### src/rtl/ps2_keys_pkg.sv
// Shared PS/2 set-2 scan-code constants, state encodings and the digit-key lookup
// used by the make-event decoder and the numeric entry buffer.
package ps2_keys_pkg;

  localparam logic [7:0] SC_BREAK = 8'hF0;
  localparam logic [7:0] SC_EXT   = 8'hE0;
  localparam logic [7:0] SC_ENTER = 8'h5A;
  localparam logic [7:0] SC_BKSP  = 8'h66;
  localparam logic [7:0] SC_ESC   = 8'h76;

  typedef enum logic [1:0] {
    P_NORM,
    P_EXT,
    P_BRK,
    P_EXT_BRK
  } prefix_state_t;

  typedef enum logic {
    S_ENTRY,
    S_DONE
  } entry_state_t;

  typedef struct packed {
    logic       hit;
    logic [3:0] digit;
  } digit_hit_t;

  // Main-row and keypad digit keys both map to their BCD value.
  function automatic digit_hit_t sc_to_digit(input logic [7:0] code);
    digit_hit_t r;
    r = '{hit: 1'b1, digit: 4'd0};
    case (code)
      8'h45, 8'h70: r.digit = 4'd0;
      8'h16, 8'h69: r.digit = 4'd1;
      8'h1E, 8'h72: r.digit = 4'd2;
      8'h26, 8'h7A: r.digit = 4'd3;
      8'h25, 8'h6B: r.digit = 4'd4;
      8'h2E, 8'h73: r.digit = 4'd5;
      8'h36, 8'h74: r.digit = 4'd6;
      8'h3D, 8'h6C: r.digit = 4'd7;
      8'h3E, 8'h75: r.digit = 4'd8;
      8'h46, 8'h7D: r.digit = 4'd9;
      default:      r.hit   = 1'b0;
    endcase
    return r;
  endfunction

endpackage

### src/rtl/ps2_make_decoder.sv
// Tracks the E0/F0 prefix bytes of the PS/2 stream and flags genuine make events
// in the same cycle the completing byte is strobed in.
module ps2_make_decoder
  import ps2_keys_pkg::*;
(
  input  logic       clk100,
  input  logic       rst_n,
  input  logic [7:0] scan_code,
  input  logic       new_code,
  output logic       make_evt,
  output logic [7:0] make_code,
  output logic       make_ext
);

  prefix_state_t state;

  always_ff @(posedge clk100 or negedge rst_n) begin
    if (!rst_n) begin
      state <= P_NORM;
    end else if (new_code) begin
      // NOTE: sequential state uses non-blocking assignments so every flop samples pre-edge values.
      unique case (state)
        P_NORM: begin
          if (scan_code == SC_EXT)        state <= P_EXT;
          else if (scan_code == SC_BREAK) state <= P_BRK;
        end
        P_EXT:     state <= (scan_code == SC_BREAK) ? P_EXT_BRK : P_NORM;
        P_BRK:     state <= P_NORM;
        P_EXT_BRK: state <= P_NORM;
        default:   state <= P_NORM;
      endcase
    end
  end

  // The event is combinational so the entry buffer can register its response
  // on the very next edge.
  always_comb begin
    // NOTE: every output gets a default first so no path leaves a latch behind.
    make_evt  = 1'b0;
    make_ext  = 1'b0;
    make_code = scan_code;
    if (new_code) begin
      unique case (state)
        P_NORM:  make_evt = (scan_code != SC_EXT) && (scan_code != SC_BREAK);
        P_EXT: begin
          make_evt = (scan_code != SC_BREAK);
          make_ext = 1'b1;
        end
        default: make_evt = 1'b0;
      endcase
    end
  end

endmodule

### src/rtl/ps2_digit_entry.sv
// Multi-digit BCD entry buffer fed by PS/2 make events; supports backspace, clear
// and an Enter-triggered commit held until the consumer acknowledges it.
module ps2_digit_entry
  import ps2_keys_pkg::*;
#(
  parameter int NUM_DIGITS  = 8,
  parameter int ACCEPT_ZERO = 1
) (
  input  logic                            clk100,
  input  logic                            rst_n,
  input  logic [7:0]                      scan_code,
  input  logic                            new_code,
  input  logic                            entry_ack,
  output logic [4*NUM_DIGITS-1:0]         digits_bcd,
  output logic [$clog2(NUM_DIGITS+1)-1:0] digit_count,
  output logic                            entry_valid,
  output logic                            overflow,
  output logic                            key_error
);

  localparam int DW = 4 * NUM_DIGITS;
  localparam int CW = $clog2(NUM_DIGITS + 1);
  localparam logic [CW-1:0] FULL = CW'(NUM_DIGITS);

  logic         make_evt;
  logic [7:0]   make_code;
  logic         make_ext;
  digit_hit_t   dh;
  logic         is_digit;
  logic         is_enter;
  logic         is_bksp;
  logic         is_clear;
  entry_state_t state;

  ps2_make_decoder u_decoder (
    .clk100    (clk100),
    .rst_n     (rst_n),
    .scan_code (scan_code),
    .new_code  (new_code),
    .make_evt  (make_evt),
    .make_code (make_code),
    .make_ext  (make_ext)
  );

  assign dh       = sc_to_digit(make_code);
  assign is_digit = make_evt && !make_ext && dh.hit &&
                    ((ACCEPT_ZERO != 0) || (dh.digit != 4'd0));
  assign is_enter = make_evt && (make_code == SC_ENTER);
  assign is_bksp  = make_evt && !make_ext && (make_code == SC_BKSP);
  assign is_clear = make_evt && !make_ext && (make_code == SC_ESC);

  always_ff @(posedge clk100 or negedge rst_n) begin
    if (!rst_n) begin
      state       <= S_ENTRY;
      digits_bcd  <= '0;
      digit_count <= '0;
      entry_valid <= 1'b0;
      overflow    <= 1'b0;
      key_error   <= 1'b0;
    end else begin
      overflow  <= 1'b0;
      key_error <= 1'b0;
      unique case (state)
        S_ENTRY: begin
          if (is_digit) begin
            if (digit_count == FULL) begin
              overflow <= 1'b1;
            end else begin
              // Shift left one nibble; the newest digit lands in the low nibble.
              digits_bcd  <= DW'({digits_bcd, dh.digit});
              digit_count <= digit_count + CW'(1);
            end
          end else if (is_bksp) begin
            if (digit_count != '0) begin
              digits_bcd  <= digits_bcd >> 4;
              digit_count <= digit_count - CW'(1);
            end
          end else if (is_clear) begin
            digits_bcd  <= '0;
            digit_count <= '0;
          end else if (is_enter) begin
            if (digit_count != '0) begin
              state       <= S_DONE;
              entry_valid <= 1'b1;
            end else begin
              key_error <= 1'b1;
            end
          end
        end
        S_DONE: begin
          // Buffer stays frozen; key events are dropped, even alongside the ack.
          if (entry_ack) begin
            state       <= S_ENTRY;
            digits_bcd  <= '0;
            digit_count <= '0;
            entry_valid <= 1'b0;
          end
        end
        default: state <= S_ENTRY;
      endcase
    end
  end

endmodule

### config.mk
export PLATFORM = sky130hd
export DESIGN_NAME = ps2_digit_entry
export DESIGN_NICKNAME = d
export VERILOG_FILES = /design/src/rtl/ps2_keys_pkg.sv /design/src/rtl/ps2_make_decoder.sv /design/src/rtl/ps2_digit_entry.sv
export SDC_FILE = /design/constraint.sdc
export NUM_CORES = 1
export LEC_CHECK = 0
export ABC_CLOCK_PERIOD_IN_PS = 4800
export CAP_MARGIN = 20
export CORE_AREA = 5 5 78 116
export CTS_CLUSTER_SIZE = 12
export DETAILED_ROUTE_END_ITERATION = 10
export DIE_AREA = 0 0 83 121
export HOLD_SLACK_MARGIN = 0.12
export PLACE_DENSITY_LB_ADDON = 0.15
export SLEW_MARGIN = 20
export SYNTH_ARGS = -nofsm -noshare
export SYNTH_HDL_FRONTEND = slang
export SYNTH_HIERARCHICAL = 1
export SYNTH_SLANG_ARGS = --single-unit
### constraint.sdc
create_clock -name clk100 -period 4.8 [get_ports clk100]
set_input_delay 1.2 -clock clk100 [delete_from_list [all_inputs] [get_ports clk100]]
set_output_delay 1.2 -clock clk100 [all_outputs]
set_load 0.05 [all_outputs]
Word-level counts from Yosys, hierarchy flattened
Index checks and enable logic that the tools add are counted.
Storage, ports and cells
  input bits: 12
  register bits after elaboration: 42
  logic and storage cells: 121
Operators by class
  eq/ne operators: 41
  add/subtract/negate cells: 2
  mux-type cells: 47
  reductions and logical operators: 23
  bitwise gates (word level): 1
Operator list (number)
  32-bit two-way mux: 6
  8-bit by 7-bit == test with 1-bit output, second input constant: 15
  32-bit case mux with 2 select lines: 1
  8-bit by 6-bit == test with 1-bit output, second input constant: 6
  4-bit case mux with 9 select lines: 1
  1-bit two-way mux: 25
  4-bit two-way mux: 6
  2-bit OR reduction: 10
  20-bit OR reduction: 1
  8-bit by 5-bit == test with 1-bit output, second input constant: 2
  8-bit == test, second input constant: 2
  8-bit inequality test, second input constant: 2
  2-bit inequality test, second input constant: 6
  4-bit inequality test, second input constant: 2
  4-bit case mux with 2 select lines: 1
  1-bit logical AND: 6
  2-bit two-way mux: 3
  1-bit case mux with 2 select lines: 3
  2-bit case mux with 3 select lines: 1
  6-bit AND reduction: 1
  4-bit by 1-bit adder with 4-bit output, second input constant: 1
  2-bit == test, second input constant: 2
  4-bit == test, second input constant: 1
  4-bit AND reduction: 1
  other kinds (9): 9

Longest topological paths before layout
  depth in word-level cells: 10
  mapped depth: 12
  depth with buffers taken out: 10

Cells and area by module
Netlist, hierarchy kept.
Modules (own cells, without submodules)
  ps2_digit_entry: times used 1, sequential area each 1001.0 um2, cells an instance 269, area an instance 2397.3 um2
  ps2_make_decoder: times used 1, sequential area each 50.0 um2, cells an instance 24, area an instance 210.2 um2

Worst setup path after synthesis
No wires, ideal clock.
  path type: input-to-reg
  start: in scan_code[1]
  end: reg digit_count[2]
  library setup time: 0.147 ns
  cell stages on the path: 11
  data arrival time: 3.481 ns
  setup slack: 1.172 ns
  required time: 4.653 ns
  path through: buf_4 > buf_6 > or4b_1 > a2111o_1 > and3_1 > and4_1 > buf_6 > mux2_4 > buf_6 > nor3_2 > a21boi_2
Between the ends
  word-level cells in the longest chain between the ends: 9
  elaborated cells on any way between the ends: 40
Ends and longest elaborated chain
  start: declaration: line ps2_digit_entry.sv:11  | input logic [7:0] scan_code,
  8-bit inequality test (on tied branches): line ps2_make_decoder.sv:44, ps2_make_decoder.sv:46
  1-bit logical AND: line ps2_make_decoder.sv:44  | P_NORM: make_evt = (scan_code != SC_EXT) && (scan_code != SC_BREAK);
  1-bit case mux with 2 select lines: line ps2_make_decoder.sv:43  | unique case (state)
  1-bit two-way mux: line ps2_make_decoder.sv:42  | if (new_code) begin
  1-bit logical AND: line ps2_digit_entry.sv:46, ps2_digit_entry.sv:49, ps2_digit_entry.sv:50
  1-bit logical AND: line ps2_digit_entry.sv:49  | assign is_bksp = make_evt && !make_ext && (make_code == SC_BKSP);
  4-bit two-way mux: line ps2_digit_entry.sv:73  | end else if (is_bksp) begin
  4-bit two-way mux: line ps2_digit_entry.sv:65  | if (is_digit) begin
  4-bit case mux with 2 select lines: line ps2_digit_entry.sv:63  | unique case (state)
  end signal: assignment: line ps2_digit_entry.sv:71  | digit_count <= digit_count + CW'(1);
  end signal: assignment: line ps2_digit_entry.sv:76  | digit_count <= digit_count - CW'(1);
  end: declaration: line ps2_digit_entry.sv:15  | output logic [$clog2(NUM_DIGITS+1)-1:0] digit_count,
Parallel ways exist; a longest one is shown, timed or not.
A chain may end at the register's enable or synchronous reset.

Worst setup path after layout
  start: in scan_code[6]
  end: reg digit_count[3]
The elaborated chain is that of the path after synthesis.

==> results <==
- The largest stage delay on the critical path is 760 ps.
- The number of detailed-routing iterations run before antenna repair is 5.
- The register clock-pin slew on the reported worst setup and hold paths is 60 ps.
- The top fanout value on the critical path is 72.
- The worst setup path is launched from a primary input.
- The share of power burned in combinational logic is 0.097.
- The part of the power in registers is 0.402.
- The clock network fraction of design power is 0.502.
- The routed length per placed instance is 15.5 um.
- The detail-routed via count per cell is 5.34.
- Of the cells placed in the final design, the portion with a size suffix greater than 1 is 0.0887.
- The fraction of power spent switching nets is 0.214.
- Synthesis handed over a netlist of 293 instances.
- The total number of yosys warnings is 6.
- The proportion of netlist area held by the largest area contributor is 0.403.
- The number of enable-type register cells in the synthesized netlist is 0.
- The number of nets produced by synthesis is 308.
- The cell row count is 40.
- The biggest area contributor in the post-synthesis netlist is sky130_fd_sc_hd__dfrtp_1.
- Buffers inserted during clock tree synthesis total 5.
- In the synthesized netlist the async set-or-reset flop fraction comes to 1.00.
- The first global-routing pass estimated 11400 um of wire.
- The total stage count of the critical path is 9.
- The worst register-to-register path has a depth of 9.
- TritonCTS built the clock tree.
- A synthesized cell averages 8.90 um2.
- The count of endpoints failing hold in the final timing report was 0.
- Global routing finished with a remaining overflow of 0.
- The cell with the biggest individual delay on the critical path is sky130_fd_sc_hd__clkdlybuf4s50_1.
- The power per cell area is 267 mW/mm2.
- The final routed DRC violation total is 0.
- The synthesized netlist occupies a cell area of 0.00261 mm2.
- For the pin with the worst max-slew slack, the measured transition is 607 ps.
- The final-report setup violation count is 0.
- The floorplan step defined a die boundary enclosing 0.0100 mm2.
- The buffer type at the clock tree root is sky130_fd_sc_hd__clkbuf_16.
- Counting the fill cells in the layout gives 827.
- The run finished with clean final reports.
- The post-detailed-route count of antenna-violating nets is 0.
- The final weighted congestion in routability-driven placement is 0.785.
- From synthesis to final layout, the design area changed by 28.4%.
- The pin count of the biggest net entering global routing is 73.
- For this run, the leading register cell type out of synthesis is sky130_fd_sc_hd__dfrtp_1.
- Along the worst hold path, the cell count comes to 1.
- Summing all flip-flop and latch instances after layout gives 0.00105 mm2.
- The max-capacitance violation count is 0.
- The number of vias after detailed routing is 2308.
- Across every metal layer, demand over resource in global routing totals 0.136.
- Port buffering added 50 buffers.
- The critical path capture point type is a flop.
- The worst setup path category is primary input to flop.
- For the worst-skew pair, the clock arrives at the later sink with an insertion delay of 280 ps.
- The number of hold buffers added after CTS was 0.
- The number of H-tree levels is 2.
- For the worst setup path, the data required time is 5000 ps.
- In the global route stage, met2 resource usage came out at 0.239.
- The number of global-route vias before repair is 2175.
- For this run, global-route usage on met1 was measured as 0.163.
- For the final routed database, the setup TNS stands at 0 ps.
- The chip width is 83 um.
- The most common cell in the netlist is sky130_fd_sc_hd__nand2_1.
- The tightest hold path in the finished design has a slack of 498 ps.
- 0 antenna diodes ended up in the layout.
- The clock tree skew after final layout is 3.87 ps.
- In this design, the largest share of critical-path delay is due to simple AND/OR/NAND/NOR gates.
- The register bit total from synthesis is 42.
- The post-cts repair resize count is 0.
- Walking the worst path, the cells encountered are clkdlybuf4s50_1 -> nor4bb_1 -> buf_4 -> or4bb_1 -> and3_1 -> and4_1 -> mux2_4 -> nand3b_1 -> a22oi_1.
- The final max-slew violation count is 0.
- The fraction of the yosys area taken by sequential cells is 0.403.
- By count the netlist is led by sky130_fd_sc_hd__nand2_1, sky130_fd_sc_hd__dfrtp_1, sky130_fd_sc_hd__o21ai_0, sky130_fd_sc_hd__a22oi_1, sky130_fd_sc_hd__clkbuf_1.
- For this run, global-route usage on met3 was measured as 0.0285.
- The detailed router finished its first iteration with 146 violations.
- In this run the deepest clock path goes through 2 buffers.
- After global routing, the most crowded layer is met2.
- The number of antenna violations at the first check in global routing is 0.
- After synthesis, the cell types taking the most area are sky130_fd_sc_hd__dfrtp_1, sky130_fd_sc_hd__a22oi_1, sky130_fd_sc_hd__o21ai_0, sky130_fd_sc_hd__nand2_1, sky130_fd_sc_hd__clkbuf_1.
- The peak supply drop is 158 uV.
- Summed over all cells, the static leakage comes to 1.24 nW.
- The internal portion of the total power is 701 uW.
- The detailed placer's ending HPWL is 4680 um.
- The multi-input combinational cells in the finished layout cover a total of 0.00136 mm2.
- The count of buffering cells on the critical path with inverters included is 2.
- The core box area is 0.00791 mm2.
- The signal arrival time at the worst endpoint is 4280 ps.
- The count of pins on the block boundary is 51.
- Counting I/O delays and the setup requirement, the final critical path takes 4090 ps.
- For this configuration, the core starts out at a cell density of 0.330.
- In this run the tightest slew margin relative to its limit is 0.595.
- Setup repair after global routing left no endpoint under its margin.
- In this run the power spent charging and discharging nets is 191 uW.
- The final wirelength is 6710 um.
- The fmax is 245 MHz.
- The clock sink total is 42.
- The net total in the final layout is 341.
- In the finished design, the share of the clock period the worst path needs comes to 0.851.
- The height of the chip is 121 um.
- Buffers added to address setup during post-CTS repair amount to 0.
- The class of the most critical hold timing path is flop to flop.
- Synthesis instantiated 57 different standard cells from the library.
registers in the layout, summed over array words and instances (netlist names):
register and count:
digits_bcd 32, digit_count 4, u_decoder/state 2, entry_valid 1
key_error 1, overflow 1, state 1
power groups by stage:
stage	clock network (mW)	logic (mW)	registers, mW
after global placement	0	0.0838	0.365
after global routing	0.476	0.0954	0.359
after detailed placement	0	0.0843	0.365
after CTS	0.460	0.0846	0.358
after floorplan	0	0.0525	0.370
final	0.448	0.0863	0.358
worst register-to-register path, cell delays in order, from the launching register on:
cell and delay [ps]:
sky130_fd_sc_hd__dfrtp_1 490, sky130_fd_sc_hd__inv_1 100, sky130_fd_sc_hd__ha_1 230, sky130_fd_sc_hd__nor3b_1 170
sky130_fd_sc_hd__and4_1 200, sky130_fd_sc_hd__o21ai_0 190, sky130_fd_sc_hd__o21ai_0 120, sky130_fd_sc_hd__mux2_4 520
sky130_fd_sc_hd__nand3b_1 260, sky130_fd_sc_hd__a22oi_1 190
final cells by class:
type,instances,share of cell area
Timing Repair Buffer,58,0.172
Clock inverter,2,0.0179
Tap cell,105,0.0393
Sequential cell,42,0.314
Multi-Input combinational cell,211,0.406
Clock buffer,6,0.0415
Inverter,8,0.00897
stage by stage:
| step | util | worst slack, ps | power [mW] | instance area, um2 | cells |
|---|---|---|---|---|---|
| after floorplan | - | 1170 | 0.423 | 2610 | 293 |
| after global placement | 0.395 | 496 | 0.449 | 3120 | 423 |
| after detailed placement | 0.395 | 436 | 0.449 | 3120 | 423 |
| after CTS | 0.420 | 724 | 0.903 | 3320 | 431 |
| after global routing | 0.423 | 490 | 0.930 | 3350 | 432 |
| final | 0.423 | 713 | 0.892 | 3350 | 432 |
per-layer routing:
metal | vias to the layer above | routed length, um
met3 | 7 | 299
met2 | 61 | 3590
met5 | - | 0
li1 | 1133 | -
met4 | 0 | 115
met1 | 1107 | 2700
layout by cell type, fill, tap and decap left out, types with 2 or more instances in the layout:
master and n:
sky130_fd_sc_hd__a21oi_1 7, sky130_fd_sc_hd__nand2b_1 4, sky130_fd_sc_hd__and3_1 2, sky130_fd_sc_hd__nor3_1 5, sky130_fd_sc_hd__nand2_1 43, sky130_fd_sc_hd__dfrtp_1 42, sky130_fd_sc_hd__nand4b_1 2, sky130_fd_sc_hd__or4bb_1 3
sky130_fd_sc_hd__o21ai_0 36, sky130_fd_sc_hd__o21a_1 2, sky130_fd_sc_hd__nand3b_1 5, sky130_fd_sc_hd__o22ai_1 5, sky130_fd_sc_hd__clkbuf_16 5, sky130_fd_sc_hd__o2111ai_1 2, sky130_fd_sc_hd__nand3_1 3, sky130_fd_sc_hd__nor2_2 2
sky130_fd_sc_hd__nor4b_1 4, sky130_fd_sc_hd__a41oi_1 2, sky130_fd_sc_hd__nor2b_1 6, sky130_fd_sc_hd__nor2_1 7, sky130_fd_sc_hd__inv_1 8, sky130_fd_sc_hd__buf_4 7, sky130_fd_sc_hd__a22oi_1 29, sky130_fd_sc_hd__clkdlybuf4s50_1 49
sky130_fd_sc_hd__nor4bb_1 4, sky130_fd_sc_hd__bufinv_16 2, sky130_fd_sc_hd__nor3b_1 2, sky130_fd_sc_hd__and4_1 2, sky130_fd_sc_hd__nand4_1 2, sky130_fd_sc_hd__ha_1 3, sky130_fd_sc_hd__or3b_2 3
worst paths after layout:
kind                            slack (ps)        endpoint            from
worst max-delay path                   710  digit_count[3]    scan_code[6]
worst min-delay path                   500     entry_valid     entry_valid
worst max register to register        2230  digit_count[3]  digit_count[0]
worst min register to register         500     entry_valid     entry_valid
max in group asynchronous             3410  digits_bcd[27]           rst_n
min in group asynchronous              890  digits_bcd[30]           rst_n
cells by family after synthesis:
| kind of cell | Yosys count | share of synthesized area |
|---|---|---|
| muxes | 2 | 0.00960 |
| buffers and inverters | 40 | 0.0792 |
| AOI/OAI and AO/OA | 98 | 0.249 |
| and+or+nand+nor | 106 | 0.238 |
| adders and majority gates | 3 | 0.0144 |
| DFF | 42 | 0.403 |
| xor gates and xnor gates | 2 | 0.00672 |
Note: power is estimated with default switching activity, not from simulation.
